<file path="config.mk">
export PLATFORM = sky130hd
export DESIGN_NAME = add_accum_mc
export DESIGN_NICKNAME = d
export VERILOG_FILES = /design/src/rtl/add_accum_mc.sv
export SDC_FILE = /design/constraint.sdc
export NUM_CORES = 1
export LEC_CHECK = 0
export ABC_AREA = 0
export BUFFER_PORTS_ARGS = -buffer_cell sky130_fd_sc_hd__buf_2
export CORE_MARGIN = 2
export CORE_UTILIZATION = 57
export DETAILED_ROUTE_END_ITERATION = 8
export PLACE_DENSITY = 0.76
export SYNTH_ARGS = -nofsm -noshare
export SYNTH_HDL_FRONTEND = slang
export SYNTH_SLANG_ARGS = --single-unit
</file>
<file path="constraint.sdc">
create_clock -name clock -period 6.31 [get_ports clock]
set_input_delay 0 -clock clock [delete_from_list [all_inputs] [get_ports clock]]
set_output_delay 0 -clock clock [all_outputs]
set_load 0.01 [all_outputs]
</file>
<file path="src/rtl/add_accum_mc.sv">
// ----------------------------------------------------------------------------
// add_accum_mc
//
// Multi-channel signed accumulator with a one-deep registered read port.
// Each channel keeps an AW = DATA_WIDTH+GUARD bit two's complement
// accumulator and a sticky overflow flag. Commands arrive on a valid/ready
// handshake. READ / READ_CLEAR return the selected accumulator saturated to
// DATA_WIDTH bits through a valid/ready output register.
//
// Ports
//   clock      in   rising-edge clock
//   reset      in   asynchronous, active-high reset
//   in_valid   in   command present
//   in_ready   out  command can be accepted (= !out_valid | out_ready)
//   control    in   [2:0] opcode
//   ch         in   [CH_BITS-1:0] target channel
//   add_in     in   [DATA_WIDTH-1:0] signed operand
//   out_valid  out  acc_out holds a read result
//   out_ready  in   consumer takes the result
//   acc_out    out  [DATA_WIDTH-1:0] saturated read result
//   ovf        out  [NUM_CH-1:0] sticky overflow flag per channel
//
// Opcodes
//   000 ACCUM       acc + add_in          (wraps, overflow -> ovf)
//   001 LOAD        add_in                (clears ovf)
//   010 HOLD        no change
//   011 COMPLEMENT  0 - acc               (wraps, overflow -> ovf)
//   100 SUB         acc - add_in          (wraps, overflow -> ovf)
//   101 CLEAR       0                     (clears ovf)
//   110 READ        emit saturated acc    (saturation -> ovf)
//   111 READ_CLEAR  emit saturated acc, then acc = 0, ovf = 0
// ----------------------------------------------------------------------------
module add_accum_mc #(
    parameter int DATA_WIDTH = 32,
    parameter int GUARD      = 4,
    parameter int NUM_CH     = 2,
    parameter int CH_BITS    = 1
) (
    input  logic                  clock,
    input  logic                  reset,
    input  logic                  in_valid,
    output logic                  in_ready,
    input  logic [2:0]            control,
    input  logic [CH_BITS-1:0]    ch,
    input  logic [DATA_WIDTH-1:0] add_in,
    output logic                  out_valid,
    input  logic                  out_ready,
    output logic [DATA_WIDTH-1:0] acc_out,
    output logic [NUM_CH-1:0]     ovf
);

    localparam int AW = DATA_WIDTH + GUARD;

    typedef enum logic [2:0] {
        OP_ACCUM      = 3'b000,
        OP_LOAD       = 3'b001,
        OP_HOLD       = 3'b010,
        OP_COMPLEMENT = 3'b011,
        OP_SUB        = 3'b100,
        OP_CLEAR      = 3'b101,
        OP_READ       = 3'b110,
        OP_READ_CLEAR = 3'b111
    } op_e;

    // ------------------------------------------------------------------
    // State
    // ------------------------------------------------------------------
    logic signed [AW-1:0]   acc_q [NUM_CH];
    logic [NUM_CH-1:0]      ovf_q;
    logic                   out_valid_q;
    logic [DATA_WIDTH-1:0]  acc_out_q;

    // ------------------------------------------------------------------
    // Handshake and channel decode
    // ------------------------------------------------------------------
    op_e                    op;
    logic                   accept;
    logic                   ch_ok;
    logic [NUM_CH-1:0]      ch_hit;

    assign op       = op_e'(control);
    assign in_ready = !out_valid_q || out_ready;
    assign accept   = in_valid && in_ready;

    // Out-of-range channels decode to no channel at all, so they are
    // accepted but touch nothing, and a read of them returns zero.
    assign ch_ok = (32'(ch) < $unsigned(NUM_CH));

    always_comb begin
        ch_hit = '0;
        for (int i = 0; i < NUM_CH; i++) begin
            ch_hit[i] = ch_ok && (32'(ch) == $unsigned(i));
        end
    end

    // ------------------------------------------------------------------
    // Selected channel and arithmetic
    // ------------------------------------------------------------------
    logic signed [AW-1:0]   sel_acc;
    logic                   sel_ovf;
    logic signed [AW-1:0]   op_ext;
    logic signed [AW-1:0]   sum;
    logic signed [AW-1:0]   diff;
    logic signed [AW-1:0]   neg;
    logic                   ovf_add;
    logic                   ovf_sub;
    logic                   ovf_neg;

    always_comb begin
        sel_acc = '0;
        for (int i = 0; i < NUM_CH; i++) begin
            if (ch_hit[i]) begin
                sel_acc = acc_q[i];
            end
        end
    end

    assign sel_ovf = |(ovf_q & ch_hit);
    assign op_ext  = {{GUARD{add_in[DATA_WIDTH-1]}}, add_in};

    assign sum  = sel_acc + op_ext;
    assign diff = sel_acc - op_ext;
    assign neg  = -sel_acc;

    // Signed overflow: same-sign operands giving a result of the other sign
    // (add), or opposite-sign operands whose result leaves the minuend's sign
    // (sub). Negation only overflows on the most negative value, which is the
    // one negative input that stays negative.
    assign ovf_add = (sel_acc[AW-1] == op_ext[AW-1]) && (sum[AW-1]  != sel_acc[AW-1]);
    assign ovf_sub = (sel_acc[AW-1] != op_ext[AW-1]) && (diff[AW-1] != sel_acc[AW-1]);
    assign ovf_neg = sel_acc[AW-1] && neg[AW-1];

    // ------------------------------------------------------------------
    // Read saturation: in range when the guard bits and the result sign bit
    // all agree.
    // ------------------------------------------------------------------
    logic [GUARD:0]         upper;
    logic                   in_range;
    logic [DATA_WIDTH-1:0]  sat_val;

    assign upper    = sel_acc[AW-1:DATA_WIDTH-1];
    assign in_range = (&upper) || !(|upper);

    always_comb begin
        sat_val = sel_acc[DATA_WIDTH-1:0];
        if (!in_range) begin
            sat_val = sel_acc[AW-1] ? {1'b1, {(DATA_WIDTH-1){1'b0}}}
                                    : {1'b0, {(DATA_WIDTH-1){1'b1}}};
        end
    end

    // ------------------------------------------------------------------
    // Next value of the selected channel
    // ------------------------------------------------------------------
    logic signed [AW-1:0]   acc_nxt;
    logic                   ovf_nxt;
    logic                   is_read;

    always_comb begin
        acc_nxt = sel_acc;
        ovf_nxt = sel_ovf;
        is_read = 1'b0;
        case (op)
            OP_ACCUM: begin
                acc_nxt = sum;
                ovf_nxt = sel_ovf || ovf_add;
            end
            OP_LOAD: begin
                acc_nxt = op_ext;
                ovf_nxt = 1'b0;
            end
            OP_HOLD: begin
            end
            OP_COMPLEMENT: begin
                acc_nxt = neg;
                ovf_nxt = sel_ovf || ovf_neg;
            end
            OP_SUB: begin
                acc_nxt = diff;
                ovf_nxt = sel_ovf || ovf_sub;
            end
            OP_CLEAR: begin
                acc_nxt = '0;
                ovf_nxt = 1'b0;
            end
            OP_READ: begin
                is_read = 1'b1;
                ovf_nxt = sel_ovf || !in_range;
            end
            OP_READ_CLEAR: begin
                is_read = 1'b1;
                acc_nxt = '0;
                ovf_nxt = 1'b0;
            end
        endcase
    end

    // ------------------------------------------------------------------
    // Registers
    // ------------------------------------------------------------------
    always_ff @(posedge clock or posedge reset) begin
        if (reset) begin
            for (int i = 0; i < NUM_CH; i++) begin
                acc_q[i] <= '0;
            end
            ovf_q       <= '0;
            out_valid_q <= 1'b0;
            acc_out_q   <= '0;
        end else begin
            if (accept) begin
                for (int i = 0; i < NUM_CH; i++) begin
                    if (ch_hit[i]) begin
                        acc_q[i] <= acc_nxt;
                        ovf_q[i] <= ovf_nxt;
                    end
                end
            end

            // A new read takes priority over draining, which gives
            // back-to-back results without a bubble.
            if (accept && is_read) begin
                out_valid_q <= 1'b1;
                acc_out_q   <= ch_ok ? sat_val : '0;
            end else if (out_ready) begin
                out_valid_q <= 1'b0;
            end
        end
    end

    assign out_valid = out_valid_q;
    assign acc_out   = acc_out_q;
    assign ovf       = ovf_q;

endmodule

</file>
**Word level (Yosys, flattened, before mapping)**

Cells that the tools add are included.

- Output and inout bits: 36
- Input port bits: 40
- Register bits after elaboration: 107

- Muxes and demuxes: 8
- Bitwise operators: 2
- Reduce and logical (&&, ||, !) cells: 24
- Equal/unequal tests: 10
- Add/subtract/negate cells: 3

Operator list:

| operator | count |
|---|---|
| 36-bit one-hot mux with 5 select lines | 1 |
| 32-bit 2-to-1 mux | 2 |
| 36-bit by 32-bit adder with 36-bit output | 1 |
| 36-bit 2-to-1 mux | 1 |
| 36-bit negator | 1 |
| 36-bit by 32-bit subtractor with 36-bit output | 1 |
| 3-bit equality test (second input constant) | 4 |
| 1-bit logical OR | 6 |
| 2-bit OR reduction | 3 |
| 1-bit logical AND | 5 |
| 1-bit one-hot mux with 5 select lines | 1 |
| 5-bit AND reduction | 1 |
| 5-bit OR reduction | 1 |
| 2-bit AND reduction | 2 |
| 3-bit by 1-bit equality test with 1-bit output (second input constant) | 1 |
| 3-bit by 2-bit equality test with 1-bit output (second input constant) | 1 |
| 1-bit logical NOT | 3 |
| 3-bit logical NOT | 1 |
| 1-bit 2-to-1 mux | 3 |
| 1-bit != test | 3 |
| 3-bit OR reduction | 1 |
| 2-bit AND | 1 |
| 2-bit nonzero test | 1 |
| 1-bit equality test | 1 |
| 1-bit NOT | 1 |

**Depth between registers and ports, before layout**

- Depth in word-level cells: 7
- Depth in mapped cells: 18
- Depth with buffers taken out: 13

**Least setup slack after synthesis**

No wires, ideal clock.

- Path type: input to register
- From: input ch
- To: register acc_q[34] (netlist bit)
- Required time: 6.175 ns
- Arrival: 4.117 ns
- Stages on the path: 18
- Path buffers: 5
- Slack: 2.058 ns
- Cells stage by stage: buf_6 > buf_2 > buf_2 > buf_2 > clkbuf_1 > mux2i_1 > ha_1 > inv_1 > fa_1 > a21o_1 > a311o_1 > a41o_1 > a2bb2oi_1 > a2111oi_0 > nor3_1 > mux2i_1 > nor4_1 > o31ai_1

- Word-level cells in the longest chain between the ends: 3
- Elaborated cells on any way between the ends: 6
- Those cells by class: 3 x add/sub; 2 x mux; 1 x reduce/logical

Ends and longest elaborated chain:

| element | line | source |
|---|---|---|
| start, declared | 44 | `input logic [CH_BITS-1:0] ch,` |
| 36-bit 2-to-1 mux | 112 | `if (ch_hit[i]) begin` |
| 36-bit by 32-bit subtractor with 36-bit output, or another cell as far along | 122 | `assign diff = sel_acc - op_ext;` |
| 36-bit one-hot mux with 5 select lines | 163 | `case (op)` |
| end signal, assigned by index | 213 | `acc_q[i] <= acc_nxt;` |
| end, declared | 68 | `logic signed [AW-1:0] acc_q [NUM_CH];` |

Several ways; a longest one is shown, not always the timed one.
A chain may end at the register's enable or synchronous reset.

**Worst setup path in the final report**

- From: register acc_q[11] (netlist bit)
- To: register acc_q[34] (netlist bit)

- Word-level cells in the longest chain between the ends: 3
- Elaborated cells on any way between the ends: 5
- Those cells by class: 3 x add/sub; 2 x mux

Ends and longest elaborated chain:

| element | line |
|---|---|
| 36-bit 2-to-1 mux (*) | 112 |
| 36-bit by 32-bit subtractor with 36-bit output, or another cell as far along | 122 |
| 36-bit one-hot mux with 5 select lines (*) | 163 |

Every way passes the cells marked *; elsewhere a longest branch is shown, timed or not.

==> flow_summary.toml <==
[floorplanning]
ios = 76
die_h_um = 140
start_util_pct = 58.5
die_x_um = 140
row_count = 49
fp.coreArea_um2 = 18100
die_area_um2 = 19700

[sta]
holdWs_ns = 0.0227
skew_ns = 0.00942
rsz0062_at_grt = "false"
setup_viol = 0
tightest_slew_ns = 1.15
slew_headroom_pct = 23.2
fmax_mhz = 219
layout_min_cycle_time_ns = 4.56
timing.final.crit_share_pct = 72.3
hold_viol = 0
fin_setup_tns_ns = 0
finalMaxSlewViolations = 0
layout_setup_ws_ns = 1.75

[drt]
first_pass_iters = 5
dr_total_vias = 10900
dr.first_iter.drc_count = 994
postRouteAntennaNets = 0
vias_per_cell = 6.73
drt-total-wl_um = 35600
drcViolationCount = 0
wl_per_cell_um = 21.9

[placement]
portBuffers = 75
post-place-cells = 1609
pre_cts_ws_ns = 1.55
dpl.hpwl_um = 27400
gp_congestion = 0.989

[final_layout]
register_area_um2 = 2680
fin_util_pct = 62.9
final_nets = 1506
n_fill_cell = 1656
multi_input_area_um2 = 7210
antenna_cells = 0
finalNonFillerCells = 1626
syn2layout_area_growth_pct = 7.45
drive_above_1_share_pct = 11.2

[synth]
yosys_warnings = 0
syn_area_um2 = 10600
synth_flop_cell = "dfrtp_1"
synth.distinct_cells = 77
synth_edf_count = 0
synth_cells = 1370
ys_top_cells_by_area = "dfrtp_1 (25%), ha_1 (8.5%), o21ai_0 (5.2%)"
async_reset_ff_share_pct = 100
ys_ff_latch = 107
yosysSeqAreaShare_pct = 25.3
syn_nets = 1484
synth_top_cell_by_area = "dfrtp_1"
yosysMostFrequentCell = "nand2_1"
avgSynthCellArea_um2 = 7.73
synth_common_cells = "nand2_1 (129), o21ai_0 (111), a21oi_1 (109), dfrtp_1 (107)"
synth_top_area_share_pct = 25.3

[pwr]
p_leak_nw = 5.10
ir_worst_vdd_mv = 0.204
power_density_nw_per_um2 = 374

[clock_tree]
clkTransAtPathRegs_ns = 0.08
cts_buffer_depth = 2
cts_sinks = 107
cts_inserted_buffers = 9
clock-root-buffer = "clkbuf_16"
cts_tree = "built"
htree_levels = 3
cts_setup_buffers = 0
clk_latency_ns = 0.35

[flow_run]
cap_violations = 0

[global_routing]
grt_busiest_layer = "met2"
grt_first_pass_wirelength_um = 56200
antenna_found_initial = 0
gr-usage-met1_pct = 41.3
grtUsageMet3_pct = 3.90
grt_overflow = 0
grt_start_max_net_pins = 69
grtUsageTotal_pct = 36.0
grt_pass1_vias = 10800
met2_usage_pct = 64.6

[critical_path]
crit_arrival_ns = 4.76
critPathLaunchType = "flop"
r2r_setup_slack_ns = 1.75
cp.required_ns = 6.50
critPathCaptureType = "flop"
cp_max_fo = 14
crit_type = "reg -> reg"

[outcome]
run_status = "complete, no violations"

[min_path]
hold_path.class = "in -> reg"
-- placed cells by master (no fill, tap or decap), types with 16 or more instances in the layout --
cell	n
nand2_1	129
or3_1	21
buf_4	16
o211ai_1	16
o21ai_0	111
ha_1	72
nand3_1	26
mux2_2	32
nor2_1	103
o21a_1	39
buf_2	75
a31oi_1	30
dfrtp_1	107
o31ai_1	19
inv_1	102
xnor2_1	39
a21o_1	20
nor3_1	30
a21oi_1	108
mux2i_1	42
-- per-stage QoR --
step	total power, mW	area [µm²]
6_report	4.25	11400
5_1_grt	4.55	11400
4_1_cts	4.20	11400
3_5_place_dp	3.62	11100
3_3_place_gp	3.59	11100
2_1_floorplan	2.89	10600
-- final timing paths --
check / startpoint / endpoint / cells after the start
hold reg to reg: acc_out[0] / acc_out[0] / 1
setup / recovery: acc_q[11] / acc_q[34] / 12
hold / removal: out_ready / out_valid / 3
min in group asynchronous: reset / acc_out[4] / 3
max in group asynchronous: reset / acc_q[63] / 4
setup reg to reg: acc_q[11] / acc_q[34] / 12
-- per-layer routing --
metal,up-vias,share of wire [%]
met3,168,6.1
met1,5165,38
met5,-,0
met4,0,6.8
met2,552,49
li1,5057,-
-- cell type report --
cell class | count | area share [%]
Clock inverter | 7 | 0.682
Sequential cell | 107 | 23.5
Inverter | 105 | 3.49
Timing Repair Buffer | 92 | 4.44
Multi-Input combinational cell | 1077 | 63.3
Tap cell | 229 | 2.52
Clock buffer | 9 | 1.98
-- sequential cells by signal, summed over array words and instances, names as in the netlist --
name,flops
ovf,2
acc_out,32
acc_q,72
out_valid,1
-- cell families (layout without fill, tap and decap cells) --
group	Yosys count	count (layout)	share of synthesized area, %
AOI/OAI and AO/OA	480	480	29.9
xor gates and xnor gates	44	44	3.64
adders and majority gates	74	74	8.89
buffers and inverters	186	213	6.72
DFF	107	107	25.3
muxes	74	74	7.38
and+or+nand+nor	405	405	18.2
-- report_power, final --
group / internal [mW] / total [mW] / switching (mW)
Clock: 0.311 / 0.572 / 0.262
Sequential: 0.910 / 1.06 / 0.148
Combinational: 0.970 / 2.62 / 1.65
Total: 2.19 / 4.25 / 2.06
-- worst max-delay path, cell delays in order, from the launching register on --
cell and delay [ns]:
dfrtp_1 0.41, mux2i_1 0.44, inv_1 0.19, ha_1 0.52, or3_1 0.48, or3_1 0.37
a31oi_1 0.37, o21bai_1 0.19, a211oi_1 0.49, o2111ai_1 0.19, and3_1 0.19, nor4_1 0.40
o31ai_1 0.15
-- timing repair --
item,in CTS,in global routing
gates resized for setup,0,0
endpoints found under the hold margin,39,0
hold buffers,1,0
Power figures use the tool's default switching activity.
